==> config.mk <==
export PLATFORM = sky130hd
export DESIGN_NAME = nibble_serial_add_ctrl_flat
export DESIGN_NICKNAME = d
export VERILOG_FILES = /design/src/rtl/nibble_ctrl_pkg.sv /design/src/rtl/nibble_serial_add_ctrl_if.sv /design/src/rtl/part2.sv /design/src/rtl/nibble_serial_add_ctrl.sv /design/src/flat_wrapper.sv
export SDC_FILE = /design/constraint.sdc
export NUM_CORES = 1
export LEC_CHECK = 0
export BUFFER_PORTS_ARGS = -buffer_cell sky130_fd_sc_hd__buf_2
export CAP_MARGIN = 20
export CORE_MARGIN = 1.5
export CORE_UTILIZATION = 45
export DETAILED_ROUTE_END_ITERATION = 10
export PLACE_DENSITY = 0.77
export REMOVE_ABC_BUFFERS = 1
export SLEW_MARGIN = 10
export SYNTH_ARGS = -nofsm -noshare
export SYNTH_HDL_FRONTEND = slang
export SYNTH_SLANG_ARGS = --single-unit
==> constraint.sdc <==
create_clock -name clk -period 3.25 [get_ports clk]
set_clock_uncertainty 0.05 [all_clocks]
set_input_delay 0.65 -clock clk [delete_from_list [all_inputs] [get_ports clk]]
set_output_delay 0.65 -clock clk [all_outputs]
set_load 0.01 [all_outputs]
==> src/rtl/nibble_ctrl_pkg.sv <==
// rtl/nibble_ctrl_pkg.sv - shared constants, FSM state type and helpers for the nibble-serial adder
package nibble_ctrl_pkg;

  localparam int NIBBLE_W = 4;

  typedef enum logic [1:0] {
    ST_IDLE = 2'd0,
    ST_RUN  = 2'd1,
    ST_DONE = 2'd2
  } state_e;

  function automatic int idx_width(input int n);
    return (n <= 1) ? 1 : $clog2(n);
  endfunction

  // Bitwise incrementer so the controller carries no arithmetic operators of its own.
  function automatic logic [31:0] inc_u32(input logic [31:0] v);
    logic [31:0] r;
    logic        c;
    c = 1'b1;
    for (int i = 0; i < 32; i++) begin
      r[i] = v[i] ^ c;
      c    = v[i] & c;
    end
    return r;
  endfunction

endpackage

==> src/rtl/nibble_serial_add_ctrl_if.sv <==
// rtl/nibble_serial_add_ctrl_if.sv - operand/result handshake bundle for the nibble-serial adder
interface nibble_serial_add_ctrl_if #(parameter int NIBBLES = 4);
  import nibble_ctrl_pkg::*;

  localparam int W = NIBBLE_W * NIBBLES;

  logic         in_valid;
  logic         in_ready;
  logic [W-1:0] a;
  logic [W-1:0] b;
  logic         cin;
  logic         out_valid;
  logic         out_ready;
  logic [W-1:0] sum;
  logic         cout;
  logic         busy;

  modport master (
    output in_valid, a, b, cin, out_ready,
    input  in_ready, out_valid, sum, cout, busy
  );

  modport slave (
    input  in_valid, a, b, cin, out_ready,
    output in_ready, out_valid, sum, cout, busy
  );

endinterface

==> src/rtl/part2.sv <==
// rtl/part2.sv - 4-bit ripple-carry adder
module part2 (
  input  logic [3:0] a,
  input  logic [3:0] b,
  input  logic       cin,
  output logic [3:0] s,
  output logic       cout
);

  always_comb begin : ripple
    logic c;
    c = cin;
    for (int i = 0; i < 4; i++) begin
      s[i] = a[i] ^ b[i] ^ c;
      c    = (a[i] & b[i]) | (c & (a[i] ^ b[i]));
    end
    cout = c;
  end

endmodule

==> src/rtl/nibble_serial_add_ctrl.sv <==
// rtl/nibble_serial_add_ctrl.sv - W-bit adder built from one 4-bit ripple slice reused over NIBBLES cycles
module nibble_serial_add_ctrl
  import nibble_ctrl_pkg::*;
#(
  parameter int NIBBLES = 4
) (
  input logic                     clk,
  input logic                     rst_n,
  nibble_serial_add_ctrl_if.slave bus
);

  localparam int                W        = NIBBLE_W * NIBBLES;
  localparam int                IDX_W    = idx_width(NIBBLES);
  localparam logic [IDX_W-1:0]  LAST_IDX = IDX_W'(NIBBLES - 1);

  state_e              state_q, state_d;
  logic [IDX_W-1:0]    idx_q, idx_d;
  logic                carry_q, carry_d;
  logic [W-1:0]        a_q, a_d;
  logic [W-1:0]        b_q, b_d;
  logic [W-1:0]        sum_q, sum_d;
  logic                cout_q, cout_d;

  logic [NIBBLE_W-1:0] a4, b4, s4;
  logic                cout4;
  logic                last_slice;

  part2 u_slice_add (
    .a    (a4),
    .b    (b4),
    .cin  (carry_q),
    .s    (s4),
    .cout (cout4)
  );

  assign last_slice = (idx_q == LAST_IDX);

  always_comb begin
    a4 = '0;
    b4 = '0;
    for (int i = 0; i < NIBBLES; i++) begin
      if (idx_q == IDX_W'(i)) begin
        a4 = a_q[i*NIBBLE_W +: NIBBLE_W];
        b4 = b_q[i*NIBBLE_W +: NIBBLE_W];
      end
    end
  end

  always_ff @(posedge clk) begin
    if (!rst_n) begin
      state_q <= ST_IDLE;
      idx_q   <= '0;
      carry_q <= 1'b0;
      a_q     <= '0;
      b_q     <= '0;
      sum_q   <= '0;
      cout_q  <= 1'b0;
    end else begin
      state_q <= state_d;
      idx_q   <= idx_d;
      carry_q <= carry_d;
      a_q     <= a_d;
      b_q     <= b_d;
      sum_q   <= sum_d;
      cout_q  <= cout_d;
    end
  end

  always_comb begin
    state_d = state_q;
    case (state_q)
      ST_IDLE: if (bus.in_valid)  state_d = ST_RUN;
      ST_RUN:  if (last_slice)    state_d = ST_DONE;
      ST_DONE: if (bus.out_ready) state_d = ST_IDLE;
      default:                    state_d = ST_IDLE;
    endcase
  end

  // Operands are only captured in IDLE, so requester activity during RUN/DONE cannot disturb the result.
  always_comb begin
    idx_d   = idx_q;
    carry_d = carry_q;
    a_d     = a_q;
    b_d     = b_q;
    sum_d   = sum_q;
    cout_d  = cout_q;
    case (state_q)
      ST_IDLE: begin
        if (bus.in_valid) begin
          a_d     = bus.a;
          b_d     = bus.b;
          carry_d = bus.cin;
          sum_d   = '0;
          idx_d   = '0;
        end
      end
      ST_RUN: begin
        for (int i = 0; i < NIBBLES; i++) begin
          if (idx_q == IDX_W'(i)) sum_d[i*NIBBLE_W +: NIBBLE_W] = s4;
        end
        carry_d = cout4;
        if (last_slice) cout_d = cout4;
        else            idx_d  = IDX_W'(inc_u32(32'(idx_q)));
      end
      default: ;
    endcase
  end

  always_comb begin
    bus.in_ready  = (state_q == ST_IDLE);
    bus.out_valid = (state_q == ST_DONE);
    bus.busy      = (state_q != ST_IDLE);
    bus.sum       = sum_q;
    bus.cout      = cout_q;
  end

endmodule

==> src/flat_wrapper.sv <==
// flat-port wrapper written by rule: the top's interface ports become plain ports
module nibble_serial_add_ctrl_flat import nibble_ctrl_pkg::*;
#(
  parameter int NIBBLES = 4
)
  (clk, rst_n, bus_in_valid, bus_a, bus_b, bus_cin, bus_out_ready, bus_in_ready, bus_out_valid, bus_sum, bus_cout, bus_busy);
  nibble_serial_add_ctrl_if #(.NIBBLES(NIBBLES)) bus_i ();
  input logic clk;
  input logic rst_n;
  input wire logic [$bits(bus_i.in_valid)-1:0] bus_in_valid;
  input wire logic [$bits(bus_i.a)-1:0] bus_a;
  input wire logic [$bits(bus_i.b)-1:0] bus_b;
  input wire logic [$bits(bus_i.cin)-1:0] bus_cin;
  input wire logic [$bits(bus_i.out_ready)-1:0] bus_out_ready;
  output wire logic [$bits(bus_i.in_ready)-1:0] bus_in_ready;
  output wire logic [$bits(bus_i.out_valid)-1:0] bus_out_valid;
  output wire logic [$bits(bus_i.sum)-1:0] bus_sum;
  output wire logic [$bits(bus_i.cout)-1:0] bus_cout;
  output wire logic [$bits(bus_i.busy)-1:0] bus_busy;
  assign bus_i.in_valid = bus_in_valid;
  assign bus_i.a = bus_a;
  assign bus_i.b = bus_b;
  assign bus_i.cin = bus_cin;
  assign bus_i.out_ready = bus_out_ready;
  assign bus_in_ready = bus_i.in_ready;
  assign bus_out_valid = bus_i.out_valid;
  assign bus_sum = bus_i.sum;
  assign bus_cout = bus_i.cout;
  assign bus_busy = bus_i.busy;
  nibble_serial_add_ctrl #(.NIBBLES(NIBBLES)) u_core (.clk(clk), .rst_n(rst_n), .bus(bus_i));
endmodule
[Yosys cells after proc, flatten, opt, wreduce, memory -nomap -nowiden]
Index checks and enable logic that the tools add are counted.
Storage, ports and cells
  input bits: 37
  register bits: 54
Operators by class
  reduce and logical (&&, ||, !) cells: 13
  muxes and demuxes: 23
  bitwise logic cells: 22
  equality and inequality tests: 12
Operator list (count)
  two-way mux 4 bit: 12
  one-hot mux 16 bit (2 select lines): 1
  AND reduction 3 bit: 6
  two-way mux 16 bit: 1
  two-way mux 2 bit: 5
  XOR 1 bit: 9
  AND 1 bit: 8
  inequality test 2 x 1 -> 1 bit (second input constant): 4
  equality test 2 bit (second input constant): 3
  inequality test 2 bit (second input constant): 3
  one-hot mux 2 bit (3 select lines): 1
  AND reduction 2 bit: 3
  equality test 2 x 1 -> 1 bit (second input constant): 2
  logical NOT 2 bit: 2
  OR 1 bit: 4
  one-hot mux 2 bit (2 select lines): 1
  nonzero test 2 bit: 2
  one-hot mux 1 bit (2 select lines): 1
  two-way mux 1 bit: 1
  inverter 1 bit: 1

[Longest topological paths before layout]
Gate-level depths: netlist of the first run.
  word-level depth: 15
  depth in mapped cells: 13
  mapped depth without buffers: 12

[Hierarchy]
Synthesis of the first run repeated with hierarchy kept, for this count alone.
Unflattened totals
  cell total of the unflattened synthesis: 311
  area total of the unflattened synthesis: 2738.9 µm²
By module, submodules not included
  nibble_serial_add_ctrl: area each 2621.3 µm², times used 1, cells an instance 297
  part2: area each 117.6 µm², times used 1, cells an instance 14

[Worst setup path after synthesis of the first run]
No wires, ideal clock.
  kind: reg-to-reg
  start: register u_core.idx_q[0]
  end: register u_core.sum_q[7] (netlist: u_core.bus.sum[7])
  data required time: 3065 ps
  period minus slack after synthesis: 3067 ps
  setup time: 135 ps
  path slack: 183 ps
  cell stages (with the launch flop): 12
  arrival time: 2881 ps
  cells stage by stage: dfxtp_1 > ha_1 > clkbuf_1 > buf_2 > a22o_1 > fa_1 > inv_1 > fa_1 > fa_1 > fa_1 > nand3b_1 > mux2i_1
On the way
  cells in the longest elaborated chain, start to end: 15
  elaborated cells between the ends (all ways): 30
Ends and longest elaborated chain
  start: declaration: RTL line nibble_serial_add_ctrl.sv:17  | logic [IDX_W-1:0] idx_q, idx_d;
  start signal: assignment: RTL line nibble_serial_add_ctrl.sv:60  | idx_q <= idx_d;
  logical NOT 2 bit: RTL line nibble_serial_add_ctrl.sv:42  | if (idx_q == IDX_W'(i)) begin
  two-way mux 4 bit (4 in a row): RTL line nibble_serial_add_ctrl.sv:42
  XOR 1 bit: RTL line part2.sv:15  | c = (a[i] & b[i]) | (c & (a[i] ^ b[i]));
  AND 1 bit: RTL line part2.sv:15
  OR 1 bit: RTL line part2.sv:15
  AND 1 bit: RTL line part2.sv:15
  OR 1 bit: RTL line part2.sv:15
  AND 1 bit: RTL line part2.sv:15
  OR 1 bit: RTL line part2.sv:15
  XOR 1 bit: RTL line part2.sv:14  | s[i] = a[i] ^ b[i] ^ c;
  two-way mux 4 bit: RTL line nibble_serial_add_ctrl.sv:99  | if (idx_q == IDX_W'(i)) sum_d[i*NIBBLE_W +: NIBBLE_W] = s4;
  one-hot mux 16 bit (2 select lines): RTL line nibble_serial_add_ctrl.sv:87  | case (state_q)
  end signal: assignment: RTL line nibble_serial_add_ctrl.sv:64  | sum_q <= sum_d;
  end: declaration: RTL line nibble_serial_add_ctrl.sv:21  | logic [W-1:0] sum_q, sum_d;
Several ways; a longest one is shown, not always the timed one. The select of a mux whose other input is x is not followed.
A chain may end at the register's enable or synchronous reset.

[Final worst setup path of the first run]
  start: register u_core.idx_q[0]
  end: register u_core.sum_q[15] (netlist: u_core.bus.sum[15])
The elaborated chain is that of the path after synthesis.

==> results_dict.tcl, run 1 <==
set metrics [dict create \
    cts_root_buffer "clkbuf_8" \
    place_ws_ns 0.2112 \
    drive_above_1_share_pct 22.54 \
    min_path_type "reg -> reg" \
    grt_usage_pct 18.18 \
    crit_path_start_kind "flip-flop" \
    overflow 0 \
    row_count 26 \
    timing.hold.ws_ns 0.4110 \
    switching_share_pct 27.42 \
    crit_type "reg -> reg" \
    slowest_stage "fa_1" \
    p_leak_nw 1.175 \
    wl_per_cell_um 12.51 \
    ys_seq_area_share_pct 44.04 \
    remaining_drc_errors 0 \
    die-area_mm2 0.005907 \
    stdcell_count 416 \
    io_pins 57 \
    period_share_pct 92.32 \
    setup_ws_ns 0.2497 \
    critical_path.most_common_cell "fa_1" \
    vdd_drop_max_mv 0.2357 \
    syn_area_per_cell_um2 8.210 \
    tns_ns 0 \
    area_growth_pct 15.24 \
    path_buf_inv 2 \
    via_per_inst 5.070 \
    place_congestion 0.7818 \
    cpPeakStageDelay_ns 0.43 \
    p_int_w 0.0009574 \
    drv_cap 0 \
    place_inst 408 \
    p_sw_w 0.0003617 \
    max_freq_mhz 333.3 \
    layout.nets 390 \
    clk_pin_slew_ns 0.10 \
    io_buffers 56 \
    core-area_mm2 0.005172 \
    initial_utilization_pct 47.46 \
    numClockSinks 54 \
    seq_power_share_pct 54.7 \
    endpoint_kind "flip-flop" \
    fin_util_pct 54.69 \
    postRouteAntennaNets 0 \
    grt_max_degree 38 \
    crit_fanout 6 \
    die_w_um 76.86 \
    numCtsBuffers 5 \
    grt_pass1_wl_um 8811 \
    place_hpwl_um 3754 \
    clkLatencyLatePin_ns 0.31 \
    pwr-share-clk_pct 29.6 \
    htreeDepth 2 \
    drt-initial-drc-count 108 \
    grt_pass1_vias 1928 \
    cp_cell_sequence "inv_1, ha_1, a21oi_1, a22o_1, fa_1, inv_1, fa_1, fa_1, fa_1, nand3b_1, mux2i_1" \
    outcome "completed" \
    p_per_area_mw_per_mm2 466.3 \
    yosysWarnings 0 \
    clk_path_buf_depth 2 \
    relSlewSlack_pct 54.73 \
    min_period_ns 3.000 \
    syn_area_mm2 0.002455 \
    arrival_ns 3.19 \
    routed_wl_um 5205 \
    drt_pass1_iterations 4 \
    antenna_found_initial 0 \
    vias 2109 \
    die_y_um 76.86 \
    crit_required_ns 3.44 \
    num_antenna_cells 0 \
    tritoncts "built" \
    comb_power_share_pct 15.7 \
    finalSetupViolations 0 \
    worstMarginPinSlew_ns 0.6790 \
    cpLargestDelayFamily "adder cells" \
    rsz0062_at_grt "false" \
    ys_ff_latch 54 \
    finalHoldViolations 0 \
    ys_types 32 \
    post_cts_buffers 0 \
    slew_violations 0 \
    synthCells 299 \
]
==> final timing paths <==
kind,endpoint,cells past startpoint,slack [ns],startpoint
worst max-delay path,u_core.bus.sum[15],11,0.25,u_core.idx_q[0]
worst min-delay path,u_core.bus.sum[14],2,0.41,u_core.bus.sum[14]
worst max register to register,u_core.bus.sum[15],11,0.25,u_core.idx_q[0]
worst min register to register,u_core.bus.sum[14],2,0.41,u_core.bus.sum[14]
==> per-stage QoR <==
stage | cell area, um2 | power (W)
after global routing | 2829 | 0.001393
final | 2829 | 0.001319
after floorplan | 2317 | 0.0008629
after CTS | 2825 | 0.001328
after detailed placement | 2730 | 0.0009435
after global placement | 2730 | 0.0009374
==> cell usage in the layout, fill, tap and decap left out <==
| master | netlist | routed |
|---|---|---|
| nand2_1 | 93 | 93 |
| buf_2 | 7 | 56 |
| a21oi_1 | 54 | 54 |
| dfxtp_1 | 54 | 53 |
| mux2i_1 | 16 | 16 |
| inv_1 | 13 | 13 |
| a22oi_1 | 7 | 7 |
| o21ai_0 | 8 | 6 |
| clkbuf_8 | 0 | 6 |
| buf_4 | 1 | 6 |
| fa_1 | 4 | 4 |
| o21ai_1 | 1 | 3 |
| nand3b_1 | 3 | 3 |
| ha_1 | 4 | 3 |
| a22o_1 | 2 | 2 |
| nor2b_1 | 2 | 2 |
| or3b_1 | 2 | 2 |
| nor2_1 | 2 | 2 |
| or2_2 | 1 | 1 |
| nor3b_4 | 1 | 1 |
| inv_2 | 1 | 1 |
| nand2b_4 | 1 | 1 |
| a311oi_1 | 1 | 1 |
| nand4_1 | 1 | 1 |
| nor3_1 | 1 | 1 |
| a2111oi_2 | 1 | 1 |
| nand3_1 | 1 | 1 |
| nand4_2 | 1 | 1 |
| o31ai_1 | 1 | 1 |
| ha_2 | 0 | 1 |
| clkinvlp_4 | 0 | 1 |
| clkinv_2 | 0 | 1 |
| dfxtp_2 | 0 | 1 |
==> registers in the layout, summed over array words and instances, names as in the netlist <==
| register | count |
|---|---|
| u_core.a_q | 16 |
| u_core.b_q | 16 |
| u_core.bus.cout | 1 |
| u_core.bus.sum | 16 |
| u_core.carry_q | 1 |
| u_core.idx_q | 2 |
| u_core.state_q | 2 |
==> tightest hold or removal path: stages (launching register included) <==
cell	delay [ns]
dfxtp_1	0.32
nand2_1	0.05
mux2i_1	0.05
==> layer usage <==
| layer | up-vias | routed length (um) | global-route usage (%) |
|---|---|---|---|
| met5 | - | 0 | 0 |
| met4 | 0 | 75 | 5.370 |
| met2 | 60 | 2358 | 29.73 |
| met3 | 9 | 269 | 3.929 |
| met1 | 964 | 2502 | 23.96 |
| li1 | 1076 | - | - |
==> kinds of logic after synthesis <==
logic type      count (synthesis)  share of synthesized area [%]
compound gates                 75                          16.97
fa+ha+maj                       8                          5.301
buf+inv                        37                          7.747
flops                          54                          44.04
mux                            16                          6.524
simple gates                  109                          19.42
==> cell type report <==
class,count,area [um2]
Clock inverter,2,12.51
Clock buffer,6,82.58
Inverter,14,52.55
Fill cell,494,2344
Multi-Input combinational cell,208,1186
Sequential cell,54,1082
Timing Repair Buffer,62,325.3
Tap cell,70,87.58
==> power by group through the flow <==
stage | logic (W) | registers (W) | clock network, W
detailed placement | 0.000207 | 0.000737 | 0
global placement | 0.000202 | 0.000735 | 0
CTS | 0.000208 | 0.000721 | 0.000399
floorplan | 0.000129 | 0.000734 | 0
global route | 0.000235 | 0.000726 | 0.000431
finish | 0.000207 | 0.000722 | 0.000390
==> cells in the mapped netlist (all sizes together) <==
library cell | number | area share (%)
o31ai | 1 | 0.31
or3b | 2 | 0.71
mux2i | 16 | 6.5
buf | 14 | 4.2
nor2b | 2 | 0.51
nand3 | 1 | 0.20
clkbuf | 9 | 1.4
dfxtp | 54 | 44
o21ai | 9 | 1.8
a2111oi | 1 | 0.61
nand3b | 3 | 0.92
a22o | 2 | 0.71
nand2 | 93 | 14
inv | 14 | 2.1
a311oi | 1 | 0.36
nor2 | 2 | 0.31
or2 | 1 | 0.26
ha | 4 | 2.0
nand4 | 2 | 0.76
a22oi | 7 | 2.1
a21oi | 54 | 11
nor3 | 1 | 0.20
fa | 4 | 3.3
nand2b | 1 | 0.56
nor3b | 1 | 0.76
==> repair_timing <==
item | in CTS | in global routing
gates resized for setup | 0 | 4
setup endpoints to repair | 0 | 4
hold buffers | 0 | 0
(Power assumes the default switching activity.)
==> inputs of run 2 (changes only) <==
- PLACE_DENSITY: 0.77 -> 0.75
- clock period: 3.25 -> 3.3 ns (I/O delays scaled with it)
==> run 2 against run 1 <==
  * Critical path depth is the same
  * Hold slack lost 0.0038 ns
  * Via count shrank 1.7%
  * Fmax shrank 3.2%
  * Setup slack lost 0.048 ns
  * Critical path type unchanged
  * Highest routed layer unchanged
  * Clock power grew 4%
  * Flip-flop and latch count is the same
==> results_dict.tcl, run 2 (synthesis results as in run 1) <==
set metrics [dict create \
    outcome "completed" \
    slowest_stage "fa_1" \
    die-area_mm2 0.005907 \
    die_y_um 76.86 \
    fillers 490 \
    grt_usage_pct 19.18 \
    endpoint_kind "flip-flop" \
    core-area_mm2 0.005172 \
    p_per_area_mw_per_mm2 465.8 \
    seq_power_share_pct 53.7 \
    antenna_found_initial 0 \
    min_path_cells 2 \
    vias 2074 \
    critical_path.most_common_cell "fa_1" \
    post_cts_buffers 0 \
    rsz0062_at_grt "false" \
    arrival_ns 3.29 \
    cpPeakStageDelay_ns 0.43 \
    seq_area_mm2 0.001082 \
    p_sw_w 0.0003568 \
    max_freq_mhz 322.7 \
    cpLargestDelayFamily "adder cells" \
    via_per_inst 4.998 \
    remaining_drc_errors 0 \
    relSlewSlack_pct 38.97 \
    drv_cap 0 \
    p_leak_nw 1.179 \
    io_pins 57 \
    drt_pass1_iterations 4 \
    routed_wl_um 5275 \
    slew_violations 0 \
    clk_path_buf_depth 2 \
    multi_input_area_mm2 0.001196 \
    fin_util_pct 54.93 \
    place_inst 407 \
    switching_share_pct 26.96 \
    crit_type "reg -> reg" \
    mostFrequentLayoutCells "nand2_1 (93), buf_2 (56), a21oi_1 (54)" \
    min_period_ns 3.099 \
    numClockSinks 54 \
    grt_pass1_vias 2001 \
    place_congestion 0.7673 \
    min_path_type "reg -> reg" \
    tritoncts "built" \
    drt-initial-drc-count 71 \
    finalSetupViolations 0 \
    rr_worst_depth 11 \
    period_share_pct 93.89 \
    initial_utilization_pct 47.46 \
    crit_required_ns 3.49 \
    path_buf_inv 2 \
    area_growth_pct 15.75 \
    worstMarginPinSlew_ns 0.9154 \
    clk_pin_slew_ns 0.09 \
    stdcell_count 415 \
    comb_power_share_pct 15.6 \
    layout.nets 389 \
    wl_per_cell_um 12.71 \
    path_depth 11 \
    vdd_drop_max_mv 0.2329 \
    io_buffers 56 \
    cp_cell_sequence "inv_1, ha_1, a21oi_1, a22o_1, fa_1, inv_1, fa_1, fa_1, fa_1, nand3b_1, mux2i_1" \
    crit_path_start_kind "flip-flop" \
    num_antenna_cells 0 \
    p_int_w 0.0009668 \
    htreeDepth 2 \
    clkLatencyLatePin_ns 0.31 \
    postRouteAntennaNets 0 \
    finalHoldViolations 0 \
    row_count 26 \
    overflow 0 \
    cts_root_buffer "clkbuf_8" \
    tns_ns 0 \
    crit_fanout 6 \
    ctsHoldBuffers 0 \
    grt_max_degree 38 \
    die_w_um 76.86 \
    pwr-share-clk_pct 30.8 \
    drive_above_1_share_pct 22.32 \
    numCtsBuffers 5 \
    grt_pass1_wl_um 9080 \
    place_hpwl_um 3714 \
    mostFrequentLayoutCell "nand2_1" \
]
-- run 2: cell types whose count changed in the layout (fill, tap and decap cells not counted), sizes merged --
cell | previous run | this run
clkbuf | 6 | 7
clkinvlp | 1 | 0
buf | 62 | 61
-- run 2: power groups by stage --
stage	registers [W]	logic, W	clock network [W]
after global placement	0.000724	0.000198	0
after CTS	0.000710	0.000204	0.000419
after global routing	0.000715	0.000235	0.000449
after detailed placement	0.000725	0.000203	0
final	0.000710	0.000206	0.000407
after floorplan	0.000723	0.000127	0
-- run 2: timing repair --
item	in CTS	in global routing
resized for setup	0	3
hold endpoints to repair	0	0
endpoints found under the setup margin	0	6
-- run 2: final cells by class --
type	count	area share, %
repair buffers	61	11.18
inverters	14	1.849
clock inverters	1	0.3082
flip-flops and latches	54	38.09
clock buffers	7	3.391
multi-input cells	208	42.10
well taps	70	3.082
-- run 2: through the flow --
stage | power [W] | instance area [um2] | setup slack [ns] | hold slack, ns
6_report | 0.001324 | 2841 | 0.2015 | 0.4072
3_3_place_gp | 0.0009227 | 2723 | 0.2623 | 0.3890
5_1_grt | 0.001399 | 2841 | 0.00009481 | 0.4215
3_5_place_dp | 0.0009280 | 2723 | 0.07663 | 0.3957
4_1_cts | 0.001333 | 2828 | 0.05655 | 0.4109
2_1_floorplan | 0.0008498 | 2317 | 0.3378 | 0.3863
-- run 2: path summary, 6_finish.rpt --
path / from / endpoint / slack, ns
worst min-delay path: u_core.bus.sum[4] / u_core.bus.sum[4] / 0.41
worst max register to register: u_core.idx_q[0] / u_core.bus.sum[15] / 0.20
worst max-delay path: u_core.idx_q[0] / u_core.bus.sum[15] / 0.20
worst min register to register: u_core.bus.sum[4] / u_core.bus.sum[4] / 0.41
-- run 2: per-layer routing --
layer | GRT usage [%] | part of all wire (%) | vias up | wire [um]
met5 | 0 | 0 | - | 0
met4 | 6.667 | 1.4 | 0 | 72
met3 | 4.286 | 5.1 | 7 | 269
met2 | 30.53 | 46 | 54 | 2444
met1 | 25.52 | 47 | 938 | 2488
li1 | - | - | 1075 | -
-- run 2: worst min-delay path: stages, from the launching register on --
cell and delay, ns:
dfxtp_1 0.32, nand2_1 0.05, mux2i_1 0.05
==> inputs of run 3 (changes only) <==
- ABC_CLOCK_PERIOD_IN_PS: not set -> 3300
- CORE_UTILIZATION: 45 -> 40
- PLACE_DENSITY: 0.75 -> 0.68
==> run 3 against run 2 <==
  * First-iteration DRC count rose by 32%
  * Register-to-register slack gained 0.06 ns
  * Design area is 0.35% lower
  * Largest power group unchanged
  * Largest cell class unchanged
  * Global-route usage decreased by 2.1 points
  * Non-clock buffer count up 1
  * Clock power fell by 17%
  * Flip-flop and latch count unchanged
  * Critical path depth up 1
  * Combinational power about the same
  * Power decreased by 5.4%
  * Routed wire length shrank 2.5%
  * Highest routed layer unchanged
  * Die area increased by 12%
==> results_dict.tcl, run 3 (synthesis results as in run 1) <==
set metrics [dict create \
    endpoint_kind "flip-flop" \
    cp-startpoint "u_core.idx_q[0]" \
    max_freq_mhz 329.5 \
    die_w_um 81.34 \
    p_leak_nw 1.166 \
    htreeDepth 2 \
    mostFrequentLayoutCells "nand2_1 (93), buf_2 (56), a21oi_1 (54)" \
    clk_path_buf_depth 2 \
    p_per_area_mw_per_mm2 442.4 \
    tritoncts "built" \
    remaining_drc_errors 0 \
    area_growth_pct 15.34 \
    layout.nets 390 \
    vdd_drop_max_mv 0.1868 \
    slowest_stage "fa_1" \
    finalSetupViolations 0 \
    grt_max_degree 38 \
    arrival_ns 3.21 \
    clkLatencyLatePin_ns 0.30 \
    drive_above_1_share_pct 22.32 \
    final_area_mm2 0.002831 \
    core-area_mm2 0.005921 \
    via_per_inst 4.962 \
    worstReg2RegStart "u_core.idx_q[0]" \
    crit_type "reg -> reg" \
    initial_utilization_pct 41.46 \
    drt-initial-drc-count 94 \
    p_int_w 0.0009207 \
    cpPeakStageDelay_ns 0.42 \
    worstMarginPinSlew_ns 0.7570 \
    clk_pin_slew_ns 0.09 \
    grt_pass1_vias 1951 \
    place_congestion 0.8593 \
    mostFrequentLayoutCell "nand2_1" \
    grt_usage_pct 17.07 \
    io_pins 57 \
    comb_power_share_pct 16.2 \
    pwr-share-clk_pct 27.1 \
    rsz0062_at_grt "false" \
    ctsResizeCount 0 \
    slew_violations 0 \
    numClockSinks 54 \
    ctsHoldBuffers 0 \
    die_y_um 81.34 \
    tns_ns 0 \
    grt_pass1_wl_um 8714 \
    row_count 28 \
    routed_wl_um 5144 \
    switching_share_pct 26.49 \
    postRouteAntennaNets 0 \
    cts_root_buffer "clkbuf_8" \
    drt_pass1_iterations 4 \
    hp-start "u_core.b_q[2]" \
    overflow 0 \
    place_hpwl_um 3868 \
    crit_required_ns 3.48 \
    relSlewSlack_pct 49.53 \
    io_buffers 56 \
    seq_power_share_pct 56.7 \
    p_sw_w 0.0003318 \
    placed_area_mm2 0.002736 \
    wl_per_cell_um 12.25 \
    outcome "completed" \
    vias 2084 \
    die-area_mm2 0.006616 \
    min_path_type "reg -> reg" \
    cp_cell_sequence "inv_1, ha_4, nand2_1, o21ai_0, a22o_1, fa_1, inv_1, fa_1, fa_1, fa_1, nand3b_1, mux2i_1" \
    antenna_found_initial 0 \
    crit_fanout 9 \
    critical_path.most_common_cell "fa_1" \
    numCtsBuffers 5 \
    period_share_pct 91.96 \
    num_antenna_cells 0 \
    finalHoldViolations 0 \
    drv_cap 0 \
    min_period_ns 3.035 \
    crit_path_start_kind "flip-flop" \
    post_cts_buffers 0 \
]
## run 3: cell types whose count changed in the layout (fill, tap and decap cells not counted), sizes merged
cell | previous run | this run
buf | 61 | 62
clkinv | 1 | 0
## run 3: power groups by stage
stage | sequential, W | clock [W] | combinational, W
floorplan | 0.000723 | 0 | 0.000127
global placement | 0.000725 | 0 | 0.000199
detailed placement | 0.000726 | 0 | 0.000203
CTS | 0.000710 | 0.000352 | 0.000204
global route | 0.000716 | 0.000380 | 0.000234
finish | 0.000710 | 0.000339 | 0.000203
## run 3: worst paths after layout
check             cells after the start                end  slack (ns)
setup / recovery                     12  u_core.bus.sum[7]        0.27
hold / removal                        2      u_core.b_q[2]        0.41
setup reg to reg                     12  u_core.bus.sum[7]        0.27
hold reg to reg                       2      u_core.b_q[2]        0.41
## run 3: layout make-up
cell class / count / area, um2
Sequential cell: 54 / 1082
Fill cell: 594 / 3089
Inverter: 14 / 52.55
Tap cell: 75 / 93.84
Clock buffer: 7 / 76.32
Timing Repair Buffer: 62 / 325.3
Multi-Input combinational cell: 208 / 1201
## run 3: metal layers
layer / global-route usage, % / wire length, um / part of all wire (%)
met5: 0 / 0 / 0
met4: 5.862 / 87 / 1.7
met3: 4.494 / 246 / 4.8
met2: 29.83 / 2391 / 46
met1: 20.03 / 2418 / 47
## run 3: stage by stage
| step | hold WS (ns) | util (%) | setup WS (ns) | cells | power (W) |
|---|---|---|---|---|---|
| after floorplan | 0.3863 | - | 0.3378 | 276 | 0.0008498 |
| after global placement | 0.3903 | 46.22 | 0.2528 | 413 | 0.0009240 |
| after detailed placement | 0.3936 | 46.22 | 0.1137 | 413 | 0.0009285 |
| after CTS | 0.4083 | 47.51 | 0.08777 | 420 | 0.001266 |
| after global routing | 0.4276 | 47.82 | 0.04810 | 420 | 0.001330 |
| final | 0.4073 | 47.82 | 0.2652 | 420 | 0.001253 |
## run 3: worst max-delay path, delay by kind of cell, from the launching register on
| family | cells | cell delay [ns] |
|---|---|---|
| AO/OA/AOI/OAI | 2 | 0.34 |
| adder cells (fa/ha/maj) | 5 | 1.55 |
| buffers and inverters | 2 | 0.18 |
| flip-flops | 1 | 0.36 |
| multiplexers | 1 | 0.18 |
| AND/OR/NAND/NOR | 2 | 0.30 |
